`config.mk`:
```
export PLATFORM = sky130hd
export DESIGN_NAME = lighthouse_pulse_decoder
export DESIGN_NICKNAME = d
export VERILOG_FILES = /design/src/rtl/lighthouse_pkg.sv /design/src/rtl/lighthouse_record_fifo.sv /design/src/rtl/lighthouse_pulse_decoder.sv
export SDC_FILE = /design/constraint.sdc
export NUM_CORES = 1
export LEC_CHECK = 0
export BUFFER_PORTS_ARGS = -buffer_cell sky130_fd_sc_hd__clkbuf_2
export CORE_MARGIN = 2
export CORE_UTILIZATION = 45
export CTS_CLUSTER_SIZE = 16
export DETAILED_ROUTE_END_ITERATION = 7
export HOLD_SLACK_MARGIN = 0.05
export RECOVER_POWER = 100
export SKIP_LAST_GASP = 1
export SYNTH_ARGS = -nofsm -noshare
export SYNTH_HDL_FRONTEND = slang
export SYNTH_SLANG_ARGS = --single-unit
```
`constraint.sdc`:
```
create_clock -name clock -period 5.8 [get_ports clock]
set_input_delay 0.58 -clock clock [delete_from_list [all_inputs] [get_ports clock]]
set_output_delay 0.58 -clock clock [all_outputs]
set_load 0.05 [all_outputs]
```
`src/rtl/lighthouse_pkg.sv`:
```
`default_nettype none
// ============================================================================
// lighthouse_pkg : record type, decoder state encoding and timing defaults
// Revision: 1.0
// ============================================================================
package lighthouse_pkg;

    localparam int          c_tb_w        = 20;
    localparam int          c_width_w     = 13;
    localparam logic [12:0] c_width_max   = 13'h1FFF;

    // Sync code bit positions; bit 1 carries the data stream and is not used here.
    localparam logic [1:0]  c_code_axis   = 2'd0;
    localparam logic [1:0]  c_code_skip   = 2'd2;

    localparam int c_def_sync_base   = 2865;
    localparam int c_def_sync_step   = 521;
    localparam int c_def_sweep_max_w = 1500;
    localparam int c_def_pair_gap    = 25000;
    localparam int c_def_timeout     = 450000;

    typedef struct packed {
        logic [19:0] sweep;
        logic [12:0] width;
        logic        axis;
        logic        station;
        logic [3:0]  sensor;
    } sweep_record_t;

    typedef enum logic [1:0] {
        ST_IDLE     = 2'd0,
        ST_HIGH     = 2'd1,
        ST_CLASSIFY = 2'd2
    } dec_state_t;

    // Number of bin thresholds (base + k*step, k = 1..7) reached by a sync width.
    function automatic logic [2:0] sync_code(input logic [12:0] width,
                                             input int base, input int step);
        logic [2:0] code;
        code = 3'd0;
        for (int k = 1; k <= 7; k++) begin
            if ({19'd0, width} >= 32'(base + k * step)) begin
                code = code + 3'd1;
            end
        end
        return code;
    endfunction

    function automatic logic sync_code_bit(input logic [12:0] width, input int base,
                                           input int step, input logic [1:0] idx);
        logic [2:0] code;
        code = sync_code(width, base, step);
        return code[idx];
    endfunction

endpackage
`default_nettype wire

```
`src/rtl/lighthouse_record_fifo.sv`:
```
`default_nettype none
// ============================================================================
// lighthouse_record_fifo : first-word-fall-through record queue, valid/ready out
// Revision: 1.0
// ============================================================================
module lighthouse_record_fifo
    import lighthouse_pkg::*;
#(
    parameter int DEPTH = 4
) (
    input  logic          clock,
    input  logic          reset,
    input  logic          push,
    input  sweep_record_t push_data,
    output logic          dropped,
    output logic          out_valid,
    input  logic          out_ready,
    output sweep_record_t out_data
);

    localparam int              c_aw   = $clog2(DEPTH);
    localparam logic [c_aw:0]   c_full = (c_aw + 1)'(DEPTH);

    sweep_record_t     r_mem [DEPTH];
    logic [c_aw-1:0]   r_wr_ptr;
    logic [c_aw-1:0]   r_rd_ptr;
    logic [c_aw:0]     r_count;

    logic w_full;
    logic w_empty;
    logic w_pop;
    logic w_push_ok;

    assign w_full    = (r_count == c_full);
    assign w_empty   = (r_count == '0);
    assign w_pop     = !w_empty && out_ready;
    // A pop in the same cycle frees the slot, so a full queue still accepts.
    assign w_push_ok = push && (!w_full || w_pop);
    assign dropped   = push && w_full && !w_pop;

    always_ff @(posedge clock) begin
        if (reset) begin
            r_wr_ptr <= '0;
            r_rd_ptr <= '0;
            r_count  <= '0;
        end else begin
            if (w_push_ok) begin
                r_wr_ptr <= r_wr_ptr + 1'b1;
            end
            if (w_pop) begin
                r_rd_ptr <= r_rd_ptr + 1'b1;
            end
            r_count <= r_count + {{c_aw{1'b0}}, w_push_ok} - {{c_aw{1'b0}}, w_pop};
        end
    end

    always_ff @(posedge clock) begin
        if (w_push_ok) begin
            r_mem[r_wr_ptr] <= push_data;
        end
    end

    assign out_valid = !w_empty;
    assign out_data  = w_empty ? '0 : r_mem[r_rd_ptr];

endmodule
`default_nettype wire

```
`src/rtl/lighthouse_pulse_decoder.sv`:
```
`default_nettype none
// ============================================================================
// lighthouse_pulse_decoder : per-photodiode sync/sweep decoder with record queue
// Revision: 1.0
// ============================================================================
module lighthouse_pulse_decoder
    import lighthouse_pkg::*;
#(
    parameter logic [3:0] SENSOR_ID   = 4'd0,
    parameter int         FILTER_LEN  = 4,
    parameter int         SYNC_BASE   = c_def_sync_base,
    parameter int         SYNC_STEP   = c_def_sync_step,
    parameter int         SWEEP_MAX_W = c_def_sweep_max_w,
    parameter int         PAIR_GAP    = c_def_pair_gap,
    parameter int         TIMEOUT     = c_def_timeout,
    parameter int         FIFO_DEPTH  = 4
) (
    input  logic        clock,
    input  logic        reset,
    input  logic        sensor_i,
    output logic        out_valid,
    input  logic        out_ready,
    output logic [19:0] out_sweep,
    output logic [12:0] out_width,
    output logic        out_axis,
    output logic        out_station,
    output logic [3:0]  out_sensor,
    output logic        locked,
    output logic [7:0]  overflow_count
);

    localparam logic [3:0]          c_filt_last = 4'(FILTER_LEN - 1);
    localparam logic [c_width_w-1:0] c_sync_base = c_width_w'(SYNC_BASE);
    localparam logic [c_width_w-1:0] c_sweep_max = c_width_w'(SWEEP_MAX_W);
    localparam logic [c_tb_w-1:0]    c_pair_gap  = c_tb_w'(PAIR_GAP);
    localparam logic [c_tb_w-1:0]    c_timeout   = c_tb_w'(TIMEOUT);

    logic                 r_sync1;
    logic                 r_sync2;
    logic                 r_filt;
    logic                 r_filt_d;
    logic [3:0]           r_filt_cnt;
    logic                 r_armed;
    logic [c_tb_w-1:0]    r_tb;
    logic [c_tb_w-1:0]    r_rise_tb;
    logic [c_tb_w-1:0]    r_last_sync;
    logic [c_tb_w-1:0]    r_active_rise;
    logic [c_width_w-1:0] r_width;
    logic                 r_active_axis;
    logic                 r_active_station;
    logic                 r_locked;
    logic [7:0]           r_overflow;
    dec_state_t           r_state;
    dec_state_t           w_next;

    logic          w_rise;
    logic          w_is_sync;
    logic          w_is_sweep;
    logic          w_pair;
    logic          w_axis;
    logic          w_skip;
    logic          w_dropped;
    sweep_record_t w_push_rec;
    sweep_record_t w_out_rec;

    // Synchroniser and filter start "high" so a pulse in progress at reset is
    // never seen as a rising edge; arming waits for a confirmed low level.
    always_ff @(posedge clock) begin
        if (reset) begin
            r_sync1    <= 1'b1;
            r_sync2    <= 1'b1;
            r_filt     <= 1'b1;
            r_filt_d   <= 1'b1;
            r_filt_cnt <= '0;
            r_armed    <= 1'b0;
        end else begin
            r_sync1  <= sensor_i;
            r_sync2  <= r_sync1;
            r_filt_d <= r_filt;
            r_armed  <= r_armed | ~r_filt;
            if (r_sync2 != r_filt) begin
                if (r_filt_cnt == c_filt_last) begin
                    r_filt     <= r_sync2;
                    r_filt_cnt <= '0;
                end else begin
                    r_filt_cnt <= r_filt_cnt + 4'd1;
                end
            end else begin
                r_filt_cnt <= '0;
            end
        end
    end

    assign w_rise = r_filt && !r_filt_d && r_armed;

    always_ff @(posedge clock) begin
        if (reset) begin
            r_state <= ST_IDLE;
        end else begin
            r_state <= w_next;
        end
    end

    always_comb begin
        w_next = r_state;
        case (r_state)
            ST_IDLE: begin
                if (w_rise) begin
                    w_next = ST_HIGH;
                end
            end
            ST_HIGH: begin
                if (r_width == c_width_max) begin
                    w_next = ST_IDLE;
                end else if (!r_filt) begin
                    w_next = ST_CLASSIFY;
                end
            end
            ST_CLASSIFY: w_next = ST_IDLE;
            default:     w_next = ST_IDLE;
        endcase
    end

    assign w_is_sync  = (r_state == ST_CLASSIFY) && (r_width >= c_sync_base)
                        && (r_width != c_width_max);
    assign w_is_sweep = (r_state == ST_CLASSIFY) && (r_width < c_sweep_max) && r_locked;
    assign w_axis     = sync_code_bit(r_width, SYNC_BASE, SYNC_STEP, c_code_axis);
    assign w_skip     = sync_code_bit(r_width, SYNC_BASE, SYNC_STEP, c_code_skip);
    assign w_pair     = (r_rise_tb - r_last_sync) < c_pair_gap;

    always_comb begin
        w_push_rec         = '0;
        w_push_rec.sweep   = r_rise_tb - r_active_rise;
        w_push_rec.width   = r_width;
        w_push_rec.axis    = r_active_axis;
        w_push_rec.station = r_active_station;
        w_push_rec.sensor  = SENSOR_ID;
    end

    always_ff @(posedge clock) begin
        if (reset) begin
            r_tb             <= '0;
            r_rise_tb        <= '0;
            r_width          <= '0;
            r_last_sync      <= '0;
            r_active_rise    <= '0;
            r_active_axis    <= 1'b0;
            r_active_station <= 1'b0;
            r_locked         <= 1'b0;
            r_overflow       <= '0;
        end else begin
            r_tb <= r_tb + 20'd1;
            if (r_state == ST_IDLE && w_rise) begin
                r_rise_tb <= r_tb;
                r_width   <= '0;
            end else if (r_state == ST_HIGH && r_width != c_width_max) begin
                r_width <= r_width + 13'd1;
            end
            if (w_is_sync) begin
                r_last_sync <= r_rise_tb;
                if (!w_skip) begin
                    r_active_rise    <= r_rise_tb;
                    r_active_axis    <= w_axis;
                    r_active_station <= w_pair;
                end
            end
            // A fresh active sync wins over expiry of the previous one.
            if (w_is_sync && !w_skip) begin
                r_locked <= 1'b1;
            end else if ((r_tb - r_active_rise) >= c_timeout) begin
                r_locked <= 1'b0;
            end
            if (w_dropped && r_overflow != 8'hFF) begin
                r_overflow <= r_overflow + 8'd1;
            end
        end
    end

    lighthouse_record_fifo #(
        .DEPTH (FIFO_DEPTH)
    ) u_fifo (
        .clock     (clock),
        .reset     (reset),
        .push      (w_is_sweep),
        .push_data (w_push_rec),
        .dropped   (w_dropped),
        .out_valid (out_valid),
        .out_ready (out_ready),
        .out_data  (w_out_rec)
    );

    assign out_sweep      = w_out_rec.sweep;
    assign out_width      = w_out_rec.width;
    assign out_axis       = w_out_rec.axis;
    assign out_station    = w_out_rec.station;
    assign out_sensor     = w_out_rec.sensor;
    assign locked         = r_locked;
    assign overflow_count = r_overflow;

endmodule
`default_nettype wire

```
# After elaboration in Yosys (flattened, before gate mapping)

Memory sizes are Yosys's and may differ from the RTL's. A register that Yosys moved wholly into a read port is not among the register bits.
Index checks and enable logic that the tools add are counted.

Add/subtract/negate cells: 17
Order comparisons: 11
Equality and inequality tests: 10
Mux-type cells: 18
Bitwise operators: 4
Reduce and logical (&&, ||, !) cells: 28

Operator list:

| kind                  | number |
|---|---|
| $ge 13x13->1 const B  | 5 |
| $sub 20x20->20        | 3 |
| $ge 13x12->1 const B  | 3 |
| $mux 39               | 1 |
| $add 20x1->20 const B | 1 |
| $ge 20x19->1 const B  | 1 |
| $lt 20x15->1 const B  | 1 |
| $add 3x1->3 const B   | 6 |
| $mux 3                | 6 |
| $logic_and 1x1->1     | 14 |
| $add 13x1->13 const B | 1 |
| $eq 13x13->1 const B  | 1 |
| $lt 13x11->1 const B  | 1 |
| $ne 13x13->1 const B  | 1 |
| $mux 2                | 5 |
| $add 8x1->8 const B   | 1 |
| $ne 8x8->1 const B    | 1 |
| $reduce_and 2->1      | 3 |
| $logic_not 1->1       | 5 |
| $mux 1                | 5 |
| $add 2x1->2 const B   | 2 |
| $add 4x1->4 const B   | 1 |
| $eq 4x2->1 const B    | 1 |
| $pmux 2 s2            | 1 |
| other kinds (16)      | 18 |

Bits in registers: 122
Bits in writable memories: 140
Word-level logic and storage cells: 108
Memories: 1

Memories:

| memory       | words | bits a word | read ports | clocked after memory_dff | wr ports | RTL line                     | RTL |
|---|---|---|---|---|---|---|---|
| u_fifo.r_mem | 4     | 35          | 1          | 1                        | 1        | lighthouse_record_fifo.sv:24 | `sweep_record_t r_mem [DEPTH];` |

# Longest topological paths before layout

Depth after elaboration: 17
Mapped depth: 22

# Cells and area by module

A second synthesis with hierarchy kept.

Cells, all modules: 1274
Area, all modules: 14072.2 um^2

Modules (own cells, without submodules):

| module                   | instances | cells each | area an instance (um^2) |
|---|---|---|---|
| lighthouse_pulse_decoder | 1         | 976        | 7709.9 |
| lighthouse_record_fifo   | 1         | 298        | 6362.4 |

# Worst setup path before layout

No wires, ideal clock.

Path kind: register to register
From: register r_width[3]
To: register r_active_rise[10]
Library setup time: 0.128 ns
Data arrival time: 4.218 ns
Slack: 1.454 ns
Cell stages (with the launch flop): 21
Path buffers: 2
Period minus slack after synthesis: 4.346 ns
Path through: dfxtp_1 -> clkbuf_1 -> nor4_1 -> nand2_1 -> a21o_1 -> a31o_2 -> ha_1 -> xor2_1 -> inv_1 -> ha_1 -> mux2_2 -> ha_1 -> mux2_2 -> ha_1 -> nand3_1 -> mux2i_1 -> xnor2_1 -> nand2_2 -> buf_6 -> mux2i_1 -> nor2_1

Cells in the longest elaborated chain, start to end: 16

Ends and longest elaborated chain:

| what                                  | RTL line                        | RTL |
|---|---|---|
| start: declaration                    | lighthouse_pulse_decoder.sv:48  | `logic [c_width_w-1:0] r_width;` |
| start signal: assignment              | lighthouse_pulse_decoder.sv:157 | `r_width <= r_width + 13'd1;` |
| $ge 13x12->1                          | lighthouse_pkg.sv:42            | `if ({19'd0, width} >= 32'(base + k * step)) begin` |
| $mux 1                                | lighthouse_pkg.sv:42            |  |
| $add 3x1->3                           | lighthouse_pkg.sv:43            | `code = code + 3'd1;` |
| $mux 3                                | -                               |  |
| $add 3x1->3                           | lighthouse_pkg.sv:43            |  |
| $mux 3                                | -                               |  |
| $add 3x1->3                           | lighthouse_pkg.sv:43            |  |
| $mux 3                                | -                               |  |
| $add 3x1->3                           | lighthouse_pkg.sv:43            |  |
| $mux 3                                | -                               |  |
| $add 3x1->3                           | lighthouse_pkg.sv:43            |  |
| $mux 3                                | -                               |  |
| $add 3x1->3                           | lighthouse_pkg.sv:43            |  |
| $mux 3                                | -                               |  |
| $not 1->1 (no source line)            | -                               |  |
| $reduce_and 2->1 (no source line) (*) | -                               |  |
| end signal: assignment                | lighthouse_pulse_decoder.sv:162 | `r_active_rise <= r_rise_tb;` |
| end: declaration                      | lighthouse_pulse_decoder.sv:47  | `logic [c_tb_w-1:0] r_active_rise;` |

Mark *: on every way between the ends. The rest lies on a longest branch, timed or not.
A chain may end at the register's enable or synchronous reset.

# Worst setup path in the final report

From: register r_width[0]
To: register r_active_station

Cells in the longest elaborated chain, start to end: 16

Ends and longest elaborated chain:

| what                                  | RTL line                        | RTL |
|---|---|---|
| $ge 13x12->1                          | lighthouse_pkg.sv:42            |  |
| $mux 1                                | lighthouse_pkg.sv:42            |  |
| $add 3x1->3                           | lighthouse_pkg.sv:43            |  |
| $mux 3                                | -                               |  |
| $add 3x1->3                           | lighthouse_pkg.sv:43            |  |
| $mux 3                                | -                               |  |
| $add 3x1->3                           | lighthouse_pkg.sv:43            |  |
| $mux 3                                | -                               |  |
| $add 3x1->3                           | lighthouse_pkg.sv:43            |  |
| $mux 3                                | -                               |  |
| $add 3x1->3                           | lighthouse_pkg.sv:43            |  |
| $mux 3                                | -                               |  |
| $add 3x1->3                           | lighthouse_pkg.sv:43            |  |
| $mux 3                                | -                               |  |
| $not 1->1 (no source line)            | -                               |  |
| $reduce_and 2->1 (no source line) (*) | -                               |  |
| end signal: assignment                | lighthouse_pulse_decoder.sv:164 | `r_active_station <= w_pair;` |
| end: declaration                      | lighthouse_pulse_decoder.sv:50  | `logic r_active_station;` |

Marks and branches as above.

==> flow_summary.toml <==
[sta]
period_needed_ns = 5.21
timing.fmax_mhz = 192
skew_ns = 0.0111
finalSetupViolCount = 0
rsz0062_at_grt = "false"
relSlewSlack_pct = -109
finalHoldViolCount = 0
tightestPinTransition_ns = 3.14
timing.setup.tns_ns = 0
hold_slack_ns = 0.245
slew_viol_final = 318
fin_crit_sh_pct = 89.8

[setup_path]
setup.worst_path.start_class = "flip-flop"
crit_chain = "ha_1 -> a21oi_1 -> nand2_1 -> a21o_1 -> a31o_2 -> ha_1 -> xor2_1 -> inv_1 -> ha_1 -> mux2_2 -> ha_1 -> mux2_2 -> ha_1 -> nand3_1 -> mux2i_1 -> xnor2_1 -> nand2_2 -> o41ai_1"
cpMaxStageDelayCell = "o41ai_1"
path_common_cell = "ha_1"
slowest_delay_ns = 0.55
worst-setup-path-type = "flip-flop to flip-flop"
cp_max_fo = 24
end_kind = "flip-flop"
arrival_ns = 5.62
crit_required_ns = 6.21

[layout]
nets = 1305
drive_above_1_share_pct = 8.65
antenna_cells = 0
fin_util_pct = 50.6
area_growth_pct = 10.1
multi_input_area_um2 = 6090
ff_latch_area_um2 = 6690
fill_cells = 2594

[synthesis]
ys_ff_latch = 264
yosysSeqAreaShare_pct = 50.4
synth-warning-count = 0
synth_cells = 1195
syn_area_um2 = 13300
synth-edff-count = 140
synth-async-reset-ratio_pct = 0
yosysUniqueCellTypes = 76
ys.flop_type = "edfxtp_1"
syn_avg_cell_area_um2 = 11.1

[routing]
viasPerCell = 5.26
drc = 0
drtIter0Drc = 453
vias = 8583
wl_um = 26600
antenna_left = 0
wl_per_cell_um = 16.3
dr.pass1.iters = 7

[clock_network]
cts.sinks = 264
insertion_delay_ns = 0.53
hold_buffers = 0
htree_levels = 1
cts.reportedPaths.clkPinSlew_ns = 0.06
clk_path_buf_depth = 3
cts_buffers = 28
cts-root-buf = "clkbuf_16"
cts_setup_buffers = 0
cts_tree = "built"
cts.repair.resized = 0

[die]
fp.coreArea_um2 = 28900
core.rowCount = 62
fp.dieH_um = 176
die_x_um = 176
start_util_pct = 46.0
boundaryPins = 53
dieArea_um2 = 30900

[outcome]
violations = "capacitance limit, slew limit"
run_status = "complete, but fails checks"

[pwr]
p_per_area_nw_per_um2 = 336
p_leak_nw = 5.20
peakVddDrop_v = 0.000198

[placement]
hpwl_um = 17900
gp_congestion = 0.815
io_buffers = 48

[grt]
grt_pass1_vias = 8263
grt_overflow = 0
grt_max_degree = 58
grt_pass1_wl_um = 43000
grt_antenna_before_repair = 0
grtUsageTotal_pct = 17.3

[job]
maxCapViolCount = 8

[worst_hold_path]
hp-class = "input pin to flip-flop"
cells by family after synthesis:
family          Yosys count  synth area share [%]
compound gates          183                  9.34
xor+xnor                 79                  5.22
fa+ha+maj                75                  7.24
buf+inv                 120                  3.74
flops                   264                  50.4
mux                      84                  9.69
other cells               1                0.0283
simple gates            389                  14.4
cells in the final DEF, fill, tap and decap left out, types with 10 or more instances in the layout:
master,instances
edfxtp_1,140
dfxtp_1,123
nor2_1,120
nand2_1,88
ha_1,72
a21oi_1,66
inv_1,65
clkbuf_1,61
xor2_1,45
mux2i_1,44
and2_1,43
mux4_2,35
xnor2_1,34
clkbuf_16,29
nand3_1,28
o21ai_0,22
and3_1,17
nor2b_1,16
nor3_1,14
a21o_1,11
a31oi_1,10
area by class of cell:
cell class	instances	share of cell area [%]
Sequential cell	264	45.8
Multi-Input combinational cell	814	41.7
Clock buffer	45	5.52
Tap cell	384	3.29
Inverter	66	1.70
Timing Repair Buffer	52	1.40
Clock inverter	7	0.651
power breakdown:
group / leakage (nW) / internal (W) / total [W] / switching (W)
combinational: 2.53 / 0.000330 / 0.00119 / 0.000863
sequential: 2.25 / 0.00197 / 0.00198 / 0.0000132
clock: 0.423 / 0.00104 / 0.00173 / 0.000696
Yosys cell counts (all sizes together), types with 4 or more instances:
| library cell | number | share of area [%] |
|---|---|---|
| ha | 72 | 6.8 |
| xor2 | 45 | 3.0 |
| mux2i | 44 | 3.3 |
| or3 | 9 | 0.46 |
| o21a | 6 | 0.34 |
| nor3 | 15 | 0.57 |
| and3 | 17 | 0.80 |
| inv | 66 | 1.9 |
| edfxtp | 140 | 32 |
| a211o | 5 | 0.33 |
| dfxtp | 124 | 19 |
| a21o | 11 | 0.62 |
| mux4 | 35 | 5.9 |
| a31oi | 10 | 0.47 |
| mux2 | 5 | 0.42 |
| and2 | 47 | 2.2 |
| nor3b | 4 | 0.26 |
| nand4 | 6 | 0.28 |
| nand2 | 89 | 2.5 |
| nor2 | 121 | 3.4 |
| xnor2 | 34 | 2.2 |
| nand3 | 28 | 1.1 |
| o21ai | 26 | 0.98 |
| a21oi | 67 | 2.6 |
| clkbuf | 38 | 1.1 |
| or2 | 9 | 0.42 |
| nand2b | 9 | 0.42 |
| a21boi | 7 | 0.40 |
| buf | 16 | 0.80 |
| nor2b | 16 | 0.75 |
| a211oi | 7 | 0.43 |
| nand3b | 7 | 0.40 |
| o211ai | 8 | 0.49 |
metal layers:
metal | wire [um] | vias to the layer above | global-route usage (%) | part of all wire, %
met5 | 0 | - | 0 | 0
li1 | - | 4321 | - | -
met1 | 13000 | 4122 | 24.1 | 49
met3 | 812 | 26 | 1.99 | 3.1
met2 | 12500 | 114 | 29.0 | 47
met4 | 322 | 0 | 3.93 | 1.2
critical path: cells and delay by family, from the launching register on:
kind | cells | cell delay, ns
buffers and inverters | 1 | 0.08
XOR/XNOR | 2 | 0.65
adder cells (fa/ha/maj) | 5 | 1.40
AND/OR/NAND/NOR | 3 | 0.68
AO/OA/AOI/OAI | 4 | 1.14
flip-flops | 1 | 0.41
multiplexers | 3 | 0.69
worst paths after layout:
path,cells past startpoint,from,slack (ns),to
worst max-delay path,18,r_width[0],0.59,r_active_station
worst min-delay path,2,sensor_i,0.24,r_sync1
worst max register to register,18,r_width[0],0.59,r_active_station
worst min register to register,1,r_sync1,0.42,r_sync2
registers in the layout, summed over array words and instances (netlist names), 3 cells and up, named ones only:
name / cells
r_rise_tb: 20
u_fifo.r_count: 3
r_filt_cnt: 4
r_last_sync: 20
overflow_count: 8
r_width: 13
r_active_rise: 20
u_fifo.r_mem: 140
r_tb: 20
stage by stage:
stage / instance area [um2] / power, W / setup slack (ns) / cells
2_1_floorplan: 13300 / 0.00303 / 1.45 / 1198
3_3_place_gp: 13800 / 0.00325 / 0.797 / 1580
3_5_place_dp: 13800 / 0.00326 / 0.667 / 1580
4_1_cts: 14700 / 0.00500 / 0.629 / 1632
5_1_grt: 14600 / 0.00512 / 0.115 / 1632
6_report: 14600 / 0.00491 / 0.591 / 1632
Note: power is estimated with default switching activity, not from simulation.
